### config.mk
export PLATFORM = sky130hd
export DESIGN_NAME = a2c_cbus_seq_flat
export DESIGN_NICKNAME = d
export VERILOG_FILES = /design/src/rtl/a2c_cbus_seq_pkg.sv /design/src/rtl/a2c_cbus_seq_if.sv /design/src/rtl/a2c_cbus_seq_addr_gen.sv /design/src/rtl/a2c_cbus_seq.sv /design/src/flat_wrapper.sv
export SDC_FILE = /design/constraint.sdc
export NUM_CORES = 1
export LEC_CHECK = 0
export BUFFER_PORTS_ARGS = -buffer_cell sky130_fd_sc_hd__buf_4
export CAP_MARGIN = 40
export CORE_UTILIZATION = 30
export DETAILED_ROUTE_END_ITERATION = 10
export PLACE_DENSITY_LB_ADDON = 0.25
export SETUP_SLACK_MARGIN = 0.4
export SKIP_LAST_GASP = 1
export SYNTH_ARGS = -nofsm -noshare
export SYNTH_HDL_FRONTEND = slang
export SYNTH_SLANG_ARGS = --single-unit
### constraint.sdc
create_clock -name aclk -period 2.2 [get_ports aclk]
set_clock_uncertainty 0.1 [all_clocks]
set_input_delay 0.22 -clock aclk [delete_from_list [all_inputs] [get_ports aclk]]
set_output_delay 0.22 -clock aclk [all_outputs]
set_load 0.005 [all_outputs]
### src/rtl/a2c_cbus_seq_pkg.sv
// Shared types and field positions for the AXI-to-CBUS sequencer.
// cw/dw/rd words are packed LSB-first; LEN/ID-dependent fields use helpers.
package a2c_pkg;

  localparam int CW_ADDR_L = 0;
  localparam int CW_ADDR_H = 31;
  localparam int CW_LEN_L  = 32;
  localparam int CW_PAD_W  = 3;

  function automatic int cw_len_h(int lb);
    return 31 + lb;
  endfunction
  function automatic int cw_burst_l(int lb);
    return 32 + lb;
  endfunction
  function automatic int cw_rnw(int lb);
    return 37 + lb;
  endfunction
  function automatic int cw_id_l(int lb);
    return 38 + lb;
  endfunction
  function automatic int cw_user(int lb, int idw);
    return 38 + lb + idw;
  endfunction

  localparam int DW_DATA_L = 0;
  localparam int DW_DATA_H = 31;
  localparam int DW_STRB_L = 32;
  localparam int DW_STRB_H = 35;
  localparam int DW_WLAST  = 36;

  localparam int RD_DATA_L = 0;
  localparam int RD_DATA_H = 31;
  localparam int RD_RESP_L = 32;
  localparam int RD_RESP_H = 33;
  localparam int RD_RLAST  = 34;
  localparam int RD_ID_L   = 35;

  localparam logic [1:0] BURST_FIXED = 2'b00;
  localparam logic [1:0] BURST_INCR  = 2'b01;
  localparam logic [1:0] BURST_WRAP  = 2'b10;

  localparam logic [1:0] RESP_OKAY   = 2'b00;
  localparam logic [1:0] RESP_SLVERR = 2'b10;

  typedef enum logic [2:0] {
    S_IDLE,
    S_CMD,
    S_WDAT,
    S_WREQ,
    S_RREQ,
    S_RPUSH,
    S_NEXT
  } state_e;

endpackage

### src/rtl/a2c_cbus_seq_if.sv
// Single-beat CBUS port: one outstanding request, held until ack.
interface a2c_cbus_if;
  logic        cbus_req;
  logic        cbus_rnw;
  logic [31:0] cbus_addr;
  logic [31:0] cbus_wdata;
  logic [3:0]  cbus_be;
  logic        cbus_ack;
  logic [31:0] cbus_rdata;
  logic        cbus_err;

  modport master (
    output cbus_req, cbus_rnw, cbus_addr,
    output cbus_wdata, cbus_be,
    input  cbus_ack, cbus_rdata, cbus_err
  );

  modport slave (
    input  cbus_req, cbus_rnw, cbus_addr,
    input  cbus_wdata, cbus_be,
    output cbus_ack, cbus_rdata, cbus_err
  );
endinterface

### src/rtl/a2c_cbus_seq_addr_gen.sv
// Next beat address for a 4-byte beat under FIXED/INCR/WRAP bursts.
// addr[1:0] survives because the wrap mask always covers the low two bits.
module a2c_addr_gen
  import a2c_pkg::*;
#(
  parameter int LEN_BITS = 8
) (
  input  logic [31:0]         addr_i,
  input  logic [LEN_BITS-1:0] len_i,
  input  logic [1:0]          burst_i,
  output logic [31:0]         addr_o
);
  logic [31:0] inc;
  logic [31:0] mask;

  assign inc  = addr_i + 32'd4;
  assign mask = (32'(len_i) << 2) | 32'd3;

  always_comb begin
    unique case (burst_i)
      BURST_FIXED: addr_o = addr_i;
      BURST_WRAP:  addr_o = (addr_i & ~mask) | (inc & mask);
      default:     addr_o = inc;
    endcase
  end
endmodule

### src/rtl/a2c_cbus_seq.sv
// Drains queued AXI bursts into single-beat CBUS accesses and
// returns read beats to the rd FIFO.
module a2c_cbus_seq
  import a2c_pkg::*;
#(
  parameter int LEN_BITS = 8,
  parameter int ID_DW = 4,
  parameter int TO_CYC = 255,
  localparam int CWFIFO_DW = 39 + LEN_BITS + ID_DW,
  localparam int DWFIFO_DW = 37,
  localparam int RDFIFO_DW = 36 + ID_DW
) (
  input  logic                 aclk,
  input  logic                 areset,
  input  logic [CWFIFO_DW-1:0] cwfifo_dataout,
  input  logic                 cwfifo_empty,
  output logic                 cwfifo_rd_op,
  input  logic [DWFIFO_DW-1:0] dwfifo_dataout,
  input  logic                 dwfifo_empty,
  output logic                 dwfifo_rd_op,
  output logic [RDFIFO_DW-1:0] rdfifo_datain,
  output logic                 rdfifo_wr_op,
  input  logic                 rdfifo_full,
  a2c_cbus_if.master           cbus,
  output logic                 busy,
  output logic [2:0]           err_sticky,
  input  logic                 err_clr
);
  localparam int TW  = $clog2(TO_CYC + 1);
  localparam int LH  = cw_len_h(LEN_BITS);
  localparam int BL  = cw_burst_l(LEN_BITS);
  localparam int RNW = cw_rnw(LEN_BITS);
  localparam int IDL = cw_id_l(LEN_BITS);
  localparam int USR = cw_user(LEN_BITS, ID_DW);
  localparam logic [TW-1:0] TO_LAST = TW'(TO_CYC - 1);

  state_e              state_q, state_d;
  logic [31:0]         addr_q, addr_d, addr_nx;
  logic [LEN_BITS-1:0] len_q, len_d, beat_q, beat_d;
  logic [1:0]          burst_q, burst_d, resp_q, resp_d;
  logic                rnw_q, rnw_d, user_q, user_d;
  logic [ID_DW-1:0]    id_q, id_d;
  logic [31:0]         wdata_q, wdata_d, rdata_q, rdata_d;
  logic [3:0]          be_q, be_d;
  logic                rlast_q, rlast_d, req_q, req_d;
  logic [TW-1:0]       to_q, to_d;
  logic [2:0]          err_q, err_d, err_set;
  logic                cw_pop, dw_pop, rd_push;
  logic                last, tmo, wlast;
  logic [CW_PAD_W-1:0] unused_pad;

  assign unused_pad = cwfifo_dataout[RNW-1:RNW-CW_PAD_W];
  assign last  = (beat_q == len_q);
  assign wlast = dwfifo_dataout[DW_WLAST];
  assign tmo   = req_q && (to_q == TO_LAST) && !cbus.cbus_ack;

  a2c_addr_gen #(.LEN_BITS(LEN_BITS)) u_addr_gen (
    .addr_i  (addr_q),
    .len_i   (len_q),
    .burst_i (burst_q),
    .addr_o  (addr_nx)
  );

  always_comb begin
    state_d = state_q;
    addr_d  = addr_q;
    len_d   = len_q;
    burst_d = burst_q;
    rnw_d   = rnw_q;
    id_d    = id_q;
    user_d  = user_q;
    beat_d  = beat_q;
    wdata_d = wdata_q;
    be_d    = be_q;
    rdata_d = rdata_q;
    resp_d  = resp_q;
    rlast_d = rlast_q;
    err_set = 3'b000;
    cw_pop  = 1'b0;
    dw_pop  = 1'b0;
    rd_push = 1'b0;
    unique case (state_q)
      S_IDLE: if (!cwfifo_empty) begin
        cw_pop  = 1'b1;
        addr_d  = cwfifo_dataout[CW_ADDR_H:CW_ADDR_L];
        len_d   = cwfifo_dataout[LH:CW_LEN_L];
        burst_d = cwfifo_dataout[BL+1:BL];
        rnw_d   = cwfifo_dataout[RNW];
        id_d    = cwfifo_dataout[USR-1:IDL];
        user_d  = cwfifo_dataout[USR];
        beat_d  = '0;
        state_d = S_CMD;
      end
      S_CMD: begin
        state_d = rnw_q ? S_RREQ : S_WDAT;
        if (rnw_q) be_d = 4'hF;
      end
      S_WDAT: if (!dwfifo_empty) begin
        dw_pop     = 1'b1;
        wdata_d    = dwfifo_dataout[DW_DATA_H:DW_DATA_L];
        be_d       = dwfifo_dataout[DW_STRB_H:DW_STRB_L];
        err_set[0] = (wlast != last);
        state_d    = S_WREQ;
      end
      S_WREQ: if (cbus.cbus_ack || tmo) begin
        err_set[1] = cbus.cbus_ack && cbus.cbus_err;
        err_set[2] = tmo;
        state_d    = S_NEXT;
      end
      S_RREQ: if (cbus.cbus_ack || tmo) begin
        err_set[2] = tmo;
        rdata_d    = tmo ? 32'h0 : cbus.cbus_rdata;
        resp_d     = (tmo || cbus.cbus_err) ? RESP_SLVERR : RESP_OKAY;
        rlast_d    = last;
        state_d    = S_RPUSH;
      end
      S_RPUSH: if (!rdfifo_full) begin
        rd_push = 1'b1;
        state_d = S_NEXT;
      end
      S_NEXT: if (last) begin
        state_d = S_IDLE;
      end else begin
        beat_d  = beat_q + 1'b1;
        addr_d  = addr_nx;
        state_d = rnw_q ? S_RREQ : S_WDAT;
      end
      default: state_d = S_IDLE;
    endcase
    req_d = (state_d == S_WREQ) || (state_d == S_RREQ);
    to_d  = req_q ? to_q + 1'b1 : '0;
    err_d = (err_q | err_set) & ~{3{err_clr}};
  end

  always_ff @(posedge aclk) begin
    if (areset) begin
      state_q <= S_IDLE;
      addr_q  <= '0;
      len_q   <= '0;
      burst_q <= '0;
      rnw_q   <= 1'b0;
      id_q    <= '0;
      user_q  <= 1'b0;
      beat_q  <= '0;
      wdata_q <= '0;
      be_q    <= '0;
      rdata_q <= '0;
      resp_q  <= '0;
      rlast_q <= 1'b0;
      req_q   <= 1'b0;
      to_q    <= '0;
      err_q   <= '0;
    end else begin
      state_q <= state_d;
      addr_q  <= addr_d;
      len_q   <= len_d;
      burst_q <= burst_d;
      rnw_q   <= rnw_d;
      id_q    <= id_d;
      user_q  <= user_d;
      beat_q  <= beat_d;
      wdata_q <= wdata_d;
      be_q    <= be_d;
      rdata_q <= rdata_d;
      resp_q  <= resp_d;
      rlast_q <= rlast_d;
      req_q   <= req_d;
      to_q    <= to_d;
      err_q   <= err_d;
    end
  end

  // FIFO strobes are combinational, so mask them in the reset cycle
  assign cwfifo_rd_op  = cw_pop & ~areset;
  assign dwfifo_rd_op  = dw_pop & ~areset;
  assign rdfifo_wr_op  = rd_push & ~areset;
  assign rdfifo_datain = {user_q, id_q, rlast_q, resp_q, rdata_q};

  assign cbus.cbus_req   = req_q;
  assign cbus.cbus_rnw   = rnw_q;
  assign cbus.cbus_addr  = addr_q;
  assign cbus.cbus_wdata = wdata_q;
  assign cbus.cbus_be    = be_q;

  assign busy       = (state_q != S_IDLE);
  assign err_sticky = err_q;
endmodule
### src/flat_wrapper.sv
// flat-port wrapper written by rule: the top's interface ports become plain ports
module a2c_cbus_seq_flat import a2c_pkg::*;
#(
  parameter int LEN_BITS = 8,
  parameter int ID_DW = 4,
  parameter int TO_CYC = 255,
  localparam int CWFIFO_DW = 39 + LEN_BITS + ID_DW,
  localparam int DWFIFO_DW = 37,
  localparam int RDFIFO_DW = 36 + ID_DW
)
  (aclk, areset, cwfifo_dataout, cwfifo_empty, cwfifo_rd_op, dwfifo_dataout, dwfifo_empty, dwfifo_rd_op, rdfifo_datain, rdfifo_wr_op, rdfifo_full, busy, err_sticky, err_clr, cbus_cbus_req, cbus_cbus_rnw, cbus_cbus_addr, cbus_cbus_wdata, cbus_cbus_be, cbus_cbus_ack, cbus_cbus_rdata, cbus_cbus_err);
  a2c_cbus_if cbus_i ();
  input  logic aclk;
  input  logic areset;
  input  logic [CWFIFO_DW-1:0] cwfifo_dataout;
  input  logic cwfifo_empty;
  output logic cwfifo_rd_op;
  input  logic [DWFIFO_DW-1:0] dwfifo_dataout;
  input  logic dwfifo_empty;
  output logic dwfifo_rd_op;
  output logic [RDFIFO_DW-1:0] rdfifo_datain;
  output logic rdfifo_wr_op;
  input  logic rdfifo_full;
  output logic busy;
  output logic [2:0] err_sticky;
  input  logic err_clr;
  output wire logic [$bits(cbus_i.cbus_req)-1:0] cbus_cbus_req;
  output wire logic [$bits(cbus_i.cbus_rnw)-1:0] cbus_cbus_rnw;
  output wire logic [$bits(cbus_i.cbus_addr)-1:0] cbus_cbus_addr;
  output wire logic [$bits(cbus_i.cbus_wdata)-1:0] cbus_cbus_wdata;
  output wire logic [$bits(cbus_i.cbus_be)-1:0] cbus_cbus_be;
  input wire logic [$bits(cbus_i.cbus_ack)-1:0] cbus_cbus_ack;
  input wire logic [$bits(cbus_i.cbus_rdata)-1:0] cbus_cbus_rdata;
  input wire logic [$bits(cbus_i.cbus_err)-1:0] cbus_cbus_err;
  assign cbus_cbus_req = cbus_i.cbus_req;
  assign cbus_cbus_rnw = cbus_i.cbus_rnw;
  assign cbus_cbus_addr = cbus_i.cbus_addr;
  assign cbus_cbus_wdata = cbus_i.cbus_wdata;
  assign cbus_cbus_be = cbus_i.cbus_be;
  assign cbus_i.cbus_ack = cbus_cbus_ack;
  assign cbus_i.cbus_rdata = cbus_cbus_rdata;
  assign cbus_i.cbus_err = cbus_cbus_err;
  a2c_cbus_seq #(.LEN_BITS(LEN_BITS), .ID_DW(ID_DW), .TO_CYC(TO_CYC)) u_core (.aclk(aclk), .areset(areset), .cwfifo_dataout(cwfifo_dataout), .cwfifo_empty(cwfifo_empty), .cwfifo_rd_op(cwfifo_rd_op), .dwfifo_dataout(dwfifo_dataout), .dwfifo_empty(dwfifo_empty), .dwfifo_rd_op(dwfifo_rd_op), .rdfifo_datain(rdfifo_datain), .rdfifo_wr_op(rdfifo_wr_op), .rdfifo_full(rdfifo_full), .cbus(cbus_i), .busy(busy), .err_sticky(err_sticky), .err_clr(err_clr));
endmodule
==> results of run 1 <==
==> registers in the layout, indices dropped and copies added, names as in the netlist, 4 cells and up, named ones only <==
register                count
u_core.cbus.cbus_be         4
u_core.cbus.cbus_wdata     32
u_core.to_q                 8
u_core.beat_q               8
u_core.id_q                 4
u_core.cbus.cbus_addr      25
u_core.rdata_q             32
u_core.len_q                8
==> cells in the mapped netlist (all sizes together) (5+ instances only) <==
| cell | number | area, um2 |
|---|---|---|
| nor3 | 11 | 65.06 |
| a22oi | 43 | 322.8 |
| nand2 | 152 | 570.6 |
| o32ai | 19 | 166.4 |
| clkbuf | 35 | 201.4 |
| a31oi | 7 | 43.79 |
| or3 | 11 | 68.82 |
| nand4 | 14 | 108.9 |
| o221a | 6 | 67.56 |
| o31a | 9 | 81.33 |
| xor2 | 11 | 96.34 |
| a221oi | 9 | 78.83 |
| buf | 27 | 171.4 |
| o21ai | 13 | 65.06 |
| nor4 | 7 | 62.56 |
| nor2 | 73 | 274.0 |
| inv | 12 | 45.04 |
| nand2b | 5 | 31.28 |
| dfxtp | 141 | 2823 |
| nand3 | 17 | 85.08 |
| and3 | 7 | 43.79 |
| xnor2 | 5 | 43.79 |
| a21oi | 94 | 470.5 |
| a211oi | 5 | 37.54 |
==> critical path, cell delays in order, from the launching register on <==
cell and delay [ns]:
dfxtp_2 0.34, xor2_2 0.19, nor4_4 0.36, buf_6 0.19
a21o_1 0.18, buf_8 0.17, buf_12 0.14, a2bb2oi_2 0.07
o32ai_2 0.13
==> power breakdown <==
group,leakage (nW),total (mW),switching (mW),internal [mW]
logic,3.43,2.16,0.989,1.17
registers,1.16,2.96,0.200,2.76
clock network,0.273,2.81,1.29,1.52
total,4.87,7.93,2.48,5.45
==> final timing paths <==
check,start,end,slack [ns],cells after the start
setup / recovery,u_core.len_q[7]$_SDFFE_PP0P_,u_core.cbus.cbus_addr[23]$_SDFFE_PP0P_,0.23,8
hold / removal,areset,u_core.cbus.cbus_wdata[4]$_SDFFE_PP0P_,0.02,2
setup reg to reg,u_core.len_q[7]$_SDFFE_PP0P_,u_core.cbus.cbus_addr[23]$_SDFFE_PP0P_,0.23,8
hold reg to reg,u_core.to_q[0]$_SDFF_PP0_,u_core.to_q[0]$_SDFF_PP0_,0.34,1
==> metal layers <==
| metal | vias up | GRT usage |
|---|---|---|
| met5 | - | 0 |
| met4 | 0 | 0.06667 |
| met3 | 28 | 0.06545 |
| met2 | 287 | 0.3574 |
| met1 | 3646 | 0.2655 |
| li1 | 3681 | - |
==> kinds of logic (layout without fill, tap and decap cells) <==
family / count (synthesis) / after routing / share of synthesized area
compound gates: 236 / 236 / 0.2435
flops: 141 / 141 / 0.4278
fa+ha+maj: 4 / 4 / 0.007585
buf+inv: 74 / 490 / 0.06333
mux: 3 / 3 / 0.004740
other cells: 1 / 1 / 0.0005683
simple gates: 322 / 322 / 0.2313
xor+xnor: 16 / 16 / 0.02124
==> placed cells by master, fill, tap and decap left out, types with 10 or more instances in the layout <==
cell type | Yosys | routed
buf_4 | 7 | 315
dfxtp_1 | 141 | 107
clkbuf_16 | 0 | 18
o32ai_2 | 0 | 10
dfxtp_2 | 0 | 28
nand2_1 | 152 | 148
a21oi_1 | 94 | 82
nand4_1 | 12 | 12
dlygate4sd3_1 | 0 | 91
nand3_1 | 17 | 15
inv_1 | 12 | 11
buf_6 | 3 | 25
nor2_1 | 73 | 65
o21ai_0 | 13 | 12
a22oi_1 | 43 | 34
==> cell type report <==
class | count | area (um2)
multi-input combinational | 582 | 3904
inverter | 12 | 45.04
clock buffer | 18 | 439.2
tap | 275 | 344.1
sequential | 141 | 2880
timing repair buffer | 446 | 3852
fill | 1911 | 9697
clock inverter | 14 | 125.1
==> timing repair <==
item | in CTS | in global routing
gates cloned | 3 | 3
hold buffers | 90 | 1
pin swaps | 27 | 48
gates resized for setup | 51 | 115
endpoints found under the setup margin | 77 | 113
buffers inserted | 24 | 30
hold endpoints to repair | 91 | 1
==> through the flow <==
step / utilization / hold WS [ns] / cell area, um2 / setup slack (ns) / std cells
6_report: 0.5445 / 0.02172 / 11590 / 0.2339 / 1488
5_1_grt: 0.5445 / 0.02659 / 11590 / 0.1630 / 1488
4_1_cts: 0.5070 / 0.003623 / 10790 / 0.2452 / 1454
3_5_place_dp: 0.4180 / 0.3157 / 8899 / 0.1546 / 1305
3_3_place_gp: 0.4177 / 0.3129 / 8891 / -0.1163 / 1304
2_1_floorplan: - / 0.1993 / 6635 / 0.3788 / 797
==> results.ini, run 1 <==
[timing]
fin_setup_tns_ns = 0
finalHoldViolCount = 0
slew_viol_final = 0
period_minus_slack_ns = 1.966
setup_viol = 0
layout_worst_path_cycle_share = 0.8937
fmax_ghz = 0.5086
rsz0062_at_grt = yes

[pwr]
finalPower_mw = 7.928
ir_drop_mv = 0.5809
p_per_area_nw_per_um2 = 684.1
p_leak_nw = 4.867

[floorplanning]
die_w_um = 150.3
core-area_um2 = 21290
start_util = 0.3100
die_y_um = 150.3
io_pins = 245
rows = 53
dieArea_um2 = 22590

[cts]
root_buffer = clkbuf_16
clk_path_buf_depth = 2
clk_latency_ns = 0.42
htree_levels = 4
clock-sinks = 141
path_clk_slew_ns = 0.07
cts_tree = yes
numCtsBuffers = 17

[global_route]
antenna_found_initial = 0
grt_first_pass_wirelength_um = 37980
overflow = 0
grt_pass1_vias = 7288
grt_max_degree = 48
grt_usage = 0.2154

[layout]
syn_to_final_growth_pct = 75.64
nets = 1332
num_antenna_cells = 0
layout-drive-gt1-share = 0.4279

[yosys]
ys.flop_type = dfxtp_1
synth_area_um2 = 6599
ys_types = 68
synth-edff-count = 0
yosysSeqAreaShare = 0.4278
yosys_warnings = 0
synth_async_sr_flop_share = 0
ys_ff_latch = 141
synth_cells = 797
synth.net_count = 929
syn_avg_cell_area_um2 = 8.280

[detailed_routing]
dr.pass1.iters = 6
wirelength_um = 25750
maxUsedRoutingLayer = met4
met2_length_um = 12600
via_count = 7642
ant_nets = 0
routed-wl-met3_um = 2028
routedWlPerCell_um = 17.31
drt_iter0_markers = 435
drcViolationCount = 0
vias_per_cell = 5.136
drt-met1-wl_um = 10720

[worst_setup_path]
critPathArrivalTime_ns = 2.20
cp-end-kind = flip-flop
crit_path_max_fanout = 8
critPathKind = flip-flop to flip-flop
startpoint_type = flip-flop
crit_required_ns = 2.43

[placement]
dp_hpwl_um = 15740
io_buffer_count = 240
routabilityCongestion = 0.8471

[status]
status = finished clean

[job]
maxCapViolCount = 0

[hold_path]
worstHoldPathType = input pin to flip-flop

Note: power is estimated with default switching activity, not from simulation.
==> run 2, diff against run 1 <==
--- a/config.mk
+++ b/config.mk
@@ -5,6 +5,8 @@
 export SDC_FILE = /design/constraint.sdc
 export NUM_CORES = 1
 export LEC_CHECK = 0
+export ABC_AREA = 1
+export ABC_CLOCK_PERIOD_IN_PS = 2200
 export BUFFER_PORTS_ARGS = -buffer_cell sky130_fd_sc_hd__buf_4
 export CAP_MARGIN = 40
 export CORE_UTILIZATION = 30
==> run 2 against run 1 <==
- global-route usage fell by 0.91 points
- via count rose by 6.9%
- synthesized cell count rose by 31%
- largest cell class unchanged
- utilization fell by 4.1 points
- register-to-register slack improved by 0.21 ns
- die area rose by 4.7%
==> results.ini, run 2 <==
[detailed_routing]
ant_nets = 0  ; unchanged
wirelength_um = 25120  ; was 25750 um
drt_iter0_markers = 418  ; was 435
drcViolationCount = 0  ; unchanged
routedWlPerCell_um = 14.73  ; was 17.31 um
vias_per_cell = 4.794  ; was 5.136
via_count = 8173  ; was 7642
dr.pass1.iters = 5  ; was 6

[global_route]
grt_usage = 0.2063  ; was 0.2154
overflow = 0  ; unchanged
grt_first_pass_wirelength_um = 38950  ; was 37980 um
antenna_found_initial = 0  ; unchanged
grt_max_degree = 89  ; was 48
grt_pass1_vias = 7761  ; was 7288

[worst_setup_path]
crit_path_max_fanout = 6  ; was 8
critPathArrivalTime_ns = 1.48  ; was 2.20 ns
r2r_cells = 11  ; was 8
rrSetupSlack_ns = 0.44  ; was 0.23 ns
critPathKind = flip-flop to output pin  ; was flip-flop to flip-flop
crit_required_ns = 1.88  ; was 2.43 ns
cp-end-kind = output pin  ; was flip-flop
startpoint_type = flip-flop  ; unchanged

[layout]
layout_commonest_cell = nand2_1  ; was buf_4
nets = 1539  ; was 1332
num_antenna_cells = 0  ; unchanged
final_cells = 1705  ; was 1488
layout-drive-gt1-share = 0.3148  ; was 0.4279
nFillCells = 2140  ; was 1911
syn_to_final_growth_pct = 64.89  ; was 75.64%
mostFrequentLayoutCells = nand2_1 (304), buf_4 (284), dfxtp_1 (112), a21oi_1 (105)  ; was buf_4 (315), nand2_1 (148), dfxtp_1 (107), dlygate4sd3_1 (91), a21oi_1 (82)

[yosys]
synth_area_um2 = 6910  ; was 6599 um2
ys_ff_latch = 141  ; unchanged
synth_async_sr_flop_share = 0  ; unchanged
synth.net_count = 1173  ; was 929
ys.flop_type = dfxtp_1  ; unchanged
synth-edff-count = 0  ; unchanged
ys_types = 42  ; was 68
yosysTopAreaCell = dfxtp_1  ; unchanged
synth.most_common_cell = nand2_1  ; unchanged
syn_avg_cell_area_um2 = 6.638  ; was 8.280 um2
synth_cells = 1041  ; was 797
synthDominantCellAreaShare = 0.4085  ; was 0.4278
yosysSeqAreaShare = 0.4085  ; was 0.4278
synth_top_cells_by_count = nand2_1 (312), dfxtp_1 (141), a21oi_1 (106), nor2_1 (105), nand3_1 (95)  ; was nand2_1 (152), dfxtp_1 (141), a21oi_1 (94), nor2_1 (73), a22oi_1 (43)
yosys_warnings = 0  ; unchanged
synth_area_leaders = dfxtp_1 (41%), nand2_1 (17%), a21oi_1 (7.7%), nand3_1 (6.9%), nor2_1 (5.7%)  ; was dfxtp_1 (43%), nand2_1 (8.6%), a21oi_1 (7.1%), a22oi_1 (4.9%), nor2_1 (4.2%)

[pwr]
p_per_area_nw_per_um2 = 679.5  ; was 684.1 nW/um2
power.switching_mw = 2.386  ; was 2.482 mW
clock_power_share = 0.387  ; was 0.354
ir_drop_mv = 0.5004  ; was 0.5809 mV
p_comb_frac = 0.233  ; was 0.273
pwr-share-seq = 0.380  ; was 0.373
p_leak_nw = 5.007  ; was 4.867 nW
swShare = 0.3082  ; was 0.3130
finalPower_mw = 7.742  ; was 7.928 mW
p_int_mw = 5.356  ; was 5.446 mW

[cts]
numCtsBuffers = 17  ; unchanged
cts_tree = yes  ; unchanged
htree_levels = 4  ; unchanged
clock-sinks = 141  ; unchanged
path_clk_slew_ns = 0.06  ; was 0.07 ns
clk_latency_ns = 0.43  ; was 0.42 ns
root_buffer = clkbuf_16  ; unchanged
clk_path_buf_depth = 2  ; unchanged

[floorplanning]
core-area_um2 = 22640  ; was 21290 um2
dieArea_um2 = 23650  ; was 22590 um2
die_w_um = 153.8  ; was 150.3 um
io_pins = 245  ; unchanged
start_util = 0.3052  ; was 0.3100
die_y_um = 153.8  ; was 150.3 um
rows = 55  ; was 53

[timing]
layout_worst_path_cycle_share = 0.8186  ; was 0.8937
slew_headroom = 0.5724
setup_viol = 0  ; unchanged
worstMarginPinSlew_ns = 0.6374
rsz0062_at_grt = yes  ; unchanged
timing.hold.ws_ns = 0.02085  ; was 0.02172 ns
slew_viol_final = 0  ; unchanged
finalHoldViolCount = 0  ; unchanged
period_minus_slack_ns = 1.801  ; was 1.966 ns
fmax_ghz = 0.5553  ; was 0.5086 GHz
fin_setup_tns_ns = 0  ; unchanged

[placement]
routabilityCongestion = 0.9044  ; was 0.8471
dpl.cell_count = 1545  ; was 1305
io_buffer_count = 240  ; unchanged
dp_hpwl_um = 16280  ; was 15740 um

[status]
status = finished clean  ; unchanged

[hold_path]
worstHoldPathType = input pin to flip-flop  ; unchanged
worstHoldPathCells = 3  ; was 2

[job]
maxCapViolCount = 0  ; unchanged

run 2: changes by cell type in the layout (fill, tap and decap cells not counted), sizes merged, moves of 7 or more:
cell / delta
nand3: +81
buf: -53
a21oi: +12
nor4: -7
nor2: +34
or3: -11
o31a: -9
a22oi: -43
nor3: +7
o32ai: -19
o21ai: +39
a221oi: -9
nand2: +179
inv: +79
run 2: final timing paths:
| path | from | endpoint |
|---|---|---|
| setup reg to reg | u_core.state_q[1]$_SDFF_PP0_ | u_core.cbus.cbus_addr[16]$_SDFFE_PP0P_ |
| setup / recovery | u_core.state_q[2]$_SDFF_PP0_ | dwfifo_rd_op |
| hold reg to reg | u_core.to_q[0]$_SDFF_PP0_ | u_core.to_q[0]$_SDFF_PP0_ |
| hold / removal | dwfifo_dataout[32] | u_core.cbus.cbus_be[0]$_SDFFE_PP0P_ |
run 2: layout make-up:
cell class | instances | area, um2 | area share
multi-input cells | 762 | 3849 | 0.3378
repair buffers | 391 | 3331 | 0.2923
flip-flops and latches | 141 | 2874 | 0.2522
clock buffers | 18 | 429.2 | 0.03766
inverters | 94 | 382.9 | 0.03360
well taps | 285 | 356.6 | 0.03129
clock inverters | 14 | 172.7 | 0.01515
run 2: critical path, cell delays in order (launching register included):
cell      delay (ns)
dfxtp_4         0.39
nor2_4          0.12
nand3b_1        0.18
buf_12          0.19
nor2_4          0.08
buf_6           0.10
run 2: routing by layer:
metal | up-vias | global-route usage | part of all wire
met4 | 0 | 0.06905 | 0.019
met3 | 37 | 0.06229 | 0.080
met5 | - | 0 | 0
met2 | 267 | 0.3600 | 0.49
met1 | 3759 | 0.2394 | 0.41
li1 | 4110 | - | -
run 2: cells by family (layout without fill, tap and decap cells):
group | after synthesis | after routing | share of synthesized area
other cells | 1 | 1 | 0.0005427
fa+ha+maj | 4 | 4 | 0.007243
flops | 141 | 141 | 0.4085
buf+inv | 143 | 517 | 0.08655
simple gates | 572 | 577 | 0.3569
xor+xnor | 9 | 9 | 0.01141
compound gates | 171 | 171 | 0.1289
run 2: power groups by stage:
| stage | registers (mW) | logic [mW] | clock network [mW] |
|---|---|---|---|
| floorplan | 2.94 | 0.734 | 0 |
| finish | 2.94 | 1.80 | 3.00 |
| CTS | 2.92 | 1.67 | 3.06 |
| global placement | 2.97 | 1.40 | 0 |
| detailed placement | 2.97 | 1.42 | 0 |
| global route | 2.97 | 1.98 | 3.17 |
run 2: metrics by stage:
stage                     setup slack [ns]  area (um2)  utilization
final                               0.3991       11390       0.5033
after global routing                0.3123       11390       0.5033
after CTS                           0.3850       10900       0.4813
after detailed placement            0.1839        9097       0.4018
after global placement              0.2026        9097       0.4018
after floorplan                     0.4019        6915            -
run 2: what timing repair did:
item / 4_1_cts / 5_1_grt
hold buffers: 89 / 0
gates resized for setup: 20 / 114
buffers inserted: 17 / 14
setup endpoints to repair: 56 / 73
pin swaps: 9 / 36
cloned: 5 / 3
endpoints found under the hold margin: 89 / 0
==> run 3, diff against run 2 <==
--- a/config.mk
+++ b/config.mk
@@ -6,7 +6,7 @@
 export NUM_CORES = 1
 export LEC_CHECK = 0
 export ABC_AREA = 1
-export ABC_CLOCK_PERIOD_IN_PS = 2200
+export ABC_CLOCK_PERIOD_IN_PS = 1500
 export BUFFER_PORTS_ARGS = -buffer_cell sky130_fd_sc_hd__buf_4
 export CAP_MARGIN = 40
 export CORE_UTILIZATION = 30
==> constraint.sdc (replaced) <==
create_clock -name aclk -period 1.5 [get_ports aclk]
set_clock_uncertainty 0.1 [all_clocks]
set_input_delay 0.15 -clock aclk [delete_from_list [all_inputs] [get_ports aclk]]
set_output_delay 0.15 -clock aclk [all_outputs]
set_load 0.005 [all_outputs]
==> run 3 against run 2 <==
- the flow now finishes with violations (setup timing)
- final cell count increased by 11%
- global-route usage rose by 4.1 points
- critical path depth grew 9
- die area did not move
- non-clock buffer count rose by 195
- sequential share of layout area down 5.5 points
- largest cell class is now buffers
==> results.ini, run 3 (synthesis results as in run 2) <==
[global_route]
grt_pass1_vias = 9351  ; was 7761
grt_first_pass_wirelength_um = 46800  ; was 38950 um
grt_max_degree = 62  ; was 89
overflow = 0  ; unchanged
antenna_found_initial = 1  ; was 0
grt_usage = 0.2476  ; was 0.2063

[worst_setup_path]
critical_path.slowest_cell = dfxtp_4  ; unchanged
critPathKind = flip-flop to flip-flop  ; was flip-flop to output pin
crit_path_start = u_core.state_q[0]$_SDFF_PP0_  ; was u_core.state_q[2]$_SDFF_PP0_
crit_required_ns = 1.75  ; was 1.88 ns
crit_path_max_incr_delay_ns = 0.36  ; was 0.39 ns
crit_path_max_fanout = 3  ; was 6
path_cells = buf_6 > nor2_4 > nand3b_1 > buf_4 > buf_6 > buf_6 > buf_6 > nand2_4 > nor2_2 > nand2_2 > nor2_4 > a21oi_1 > nor2_1 > nor2_1  ; was nor2_4 > nand3b_1 > buf_12 > nor2_4 > buf_6
startpoint_type = flip-flop  ; unchanged
cp-end-kind = flip-flop  ; was output pin
r2r_start = u_core.state_q[0]$_SDFF_PP0_  ; was u_core.state_q[1]$_SDFF_PP0_
critPathArrivalTime_ns = 2.09  ; was 1.48 ns
cpMostUsedCell = buf_6  ; was nor2_4

[layout]
mostFrequentLayoutCells = buf_4 (359), nand2_1 (227), dlygate4sd3_1 (109), dfxtp_1 (102), nor2_1 (82)  ; was nand2_1 (304), buf_4 (284), dfxtp_1 (112), a21oi_1 (105)
layout-drive-gt1-share = 0.5199  ; was 0.3148
design_area_um2 = 14640  ; was 11390 um2
layout_commonest_cell = buf_4  ; was nand2_1
multiInputGateArea_um2 = 4855  ; was 3849 um2
syn_to_final_growth_pct = 111.9  ; was 64.89%
nets = 1731  ; was 1539
nFillCells = 1756  ; was 2140
regArea_um2 = 2882  ; was 2874 um2
final_util = 0.6468  ; was 0.5033
final_cells = 1898  ; was 1705

[status]
violations = setup timing
status = complete, but fails checks  ; was finished clean

[hold_path]
min_from = cwfifo_dataout[13]  ; was dwfifo_dataout[32]
worstHoldPathType = input pin to flip-flop  ; unchanged

[timing]
period_minus_slack_ns = 1.840
worstMarginPinSlew_ns = 0.6237  ; was 0.6374 ns
setup_ws_ns = -0.3400  ; was 0.3991 ns
finalHoldViolCount = 0  ; unchanged
layout_worst_path_cycle_share = 1.227
slew_viol_final = 0  ; unchanged
setup_viol = 136  ; was 0
timing.hold.ws_ns = 0.01660  ; was 0.02085 ns
rsz0062_at_grt = yes  ; unchanged
fmax_ghz = 0.5435
slew_headroom = 0.5842  ; was 0.5724

[cts]
clk_path_buf_depth = 2  ; unchanged
root_buffer = clkbuf_16  ; unchanged
numCtsBuffers = 17  ; unchanged
htree_levels = 4  ; unchanged
clock-sinks = 141  ; unchanged
clk_latency_ns = 0.42  ; was 0.43 ns
path_clk_slew_ns = 0.07  ; was 0.06 ns
cts_tree = yes  ; unchanged

[detailed_routing]
drt-met1-wl_um = 11860  ; was 10220 um
routed-wl-met3_um = 1663  ; was 2007 um
routedWlPerCell_um = 16.46  ; was 14.73 um
vias_per_cell = 4.831  ; was 4.794
via_count = 9170  ; was 8173
maxUsedRoutingLayer = met4  ; unchanged
ant_nets = 0  ; unchanged
wirelength_um = 31240  ; was 25120 um
drt_iter0_markers = 352  ; was 418
dr.pass1.iters = 5  ; unchanged
drcViolationCount = 0  ; unchanged
met2_length_um = 16780  ; was 12420 um

[floorplanning]
die_w_um = 153.8  ; unchanged
die_y_um = 153.8  ; unchanged
dieArea_um2 = 23650  ; unchanged
io_pins = 245  ; unchanged
rows = 55  ; unchanged
start_util = 0.3052  ; unchanged
core-area_um2 = 22640  ; unchanged

[pwr]
ir_drop_mv = 0.6749  ; was 0.5004 mV
p_leak_nw = 6.425  ; was 5.007 nW
p_per_area_nw_per_um2 = 852.2  ; was 679.5 nW/um2

[placement]
dp_hpwl_um = 18280  ; was 16280 um
place_area_um2 = 10220  ; was 9097 um2
dp_worst_setup_slack_ns = -0.3030  ; was 0.1839 ns
dpl.cell_count = 1680  ; was 1545
routabilityCongestion = 0.9180  ; was 0.9044
io_buffer_count = 240  ; unchanged

[job]
maxCapViolCount = 0  ; unchanged

[run 3: changes by cell type in the layout (fill, tap and decap cells not counted), sizes merged]
cell	delta
clkinv	+2
diode	+1
dlygate4sd3	+20
bufinv	-3
bufbuf	-1
buf	+177
nand2	-3
clkbuf	-1
inv	+1
[run 3: final cells by class]
class	count	area share
inverters	94	0.02708
diodes	1	0.0001709
well taps	285	0.02435
multi-input cells	759	0.3315
repair buffers	586	0.3823
clock buffers	18	0.02931
clock inverters	14	0.008459
flip-flops and latches	141	0.1968
[run 3: metal layers]
metal	vias up	GRT usage
met3	61	0.05665
met1	4305	0.2605
met2	294	0.4777
met5	-	0
met4	0	0.08571
li1	4510	-
[run 3: worst max-delay path, delay by kind of cell (launching register included)]
| family | cells | cell delay, ns |
|---|---|---|
| AND/OR/NAND/NOR | 8 | 0.61 |
| AO/OA/AOI/OAI | 1 | 0.12 |
| buffers and inverters | 5 | 0.60 |
| flip-flops | 1 | 0.36 |
[run 3: power by group]
group / leakage (nW) / internal, mW / total, mW / switching, mW
Combinational: 5.00 / 2.23 / 4.13 / 1.90
Sequential: 1.16 / 4.04 / 4.28 / 0.234
Clock: 0.263 / 2.18 / 4.07 / 1.89
Total: 6.43 / 8.46 / 12.5 / 4.02
[run 3: what timing repair did]
item / in CTS / in global routing
setup endpoints to repair: 253 / 255
hold buffers: 109 / 0
pin swaps: 119 / 63
hold endpoints to repair: 116 / 0
gates resized for setup: 307 / 212
cloned: 16 / 1
buffers inserted: 50 / 9
[run 3: path summary, 6_finish.rpt]
kind                                            end  slack (ns)  cells past startpoint
max                 u_core.cbus.cbus_req$_SDFF_PP0_       -0.34                     14
min          u_core.cbus.cbus_addr[13]$_SDFFE_PP0P_        0.02                      5
max reg2reg         u_core.cbus.cbus_req$_SDFF_PP0_       -0.34                     14
min reg2reg     u_core.cbus.cbus_be[1]$_SDFFE_PP0P_        0.36                      2
[run 3: through the flow]
step	TNS, ns	power [mW]
2_1_floorplan	-12.03	5.448
4_1_cts	-20.59	12.07
6_report	-30.90	12.48
3_5_place_dp	-8.798	6.919
3_3_place_gp	-6.457	6.897
5_1_grt	-40.06	13.02
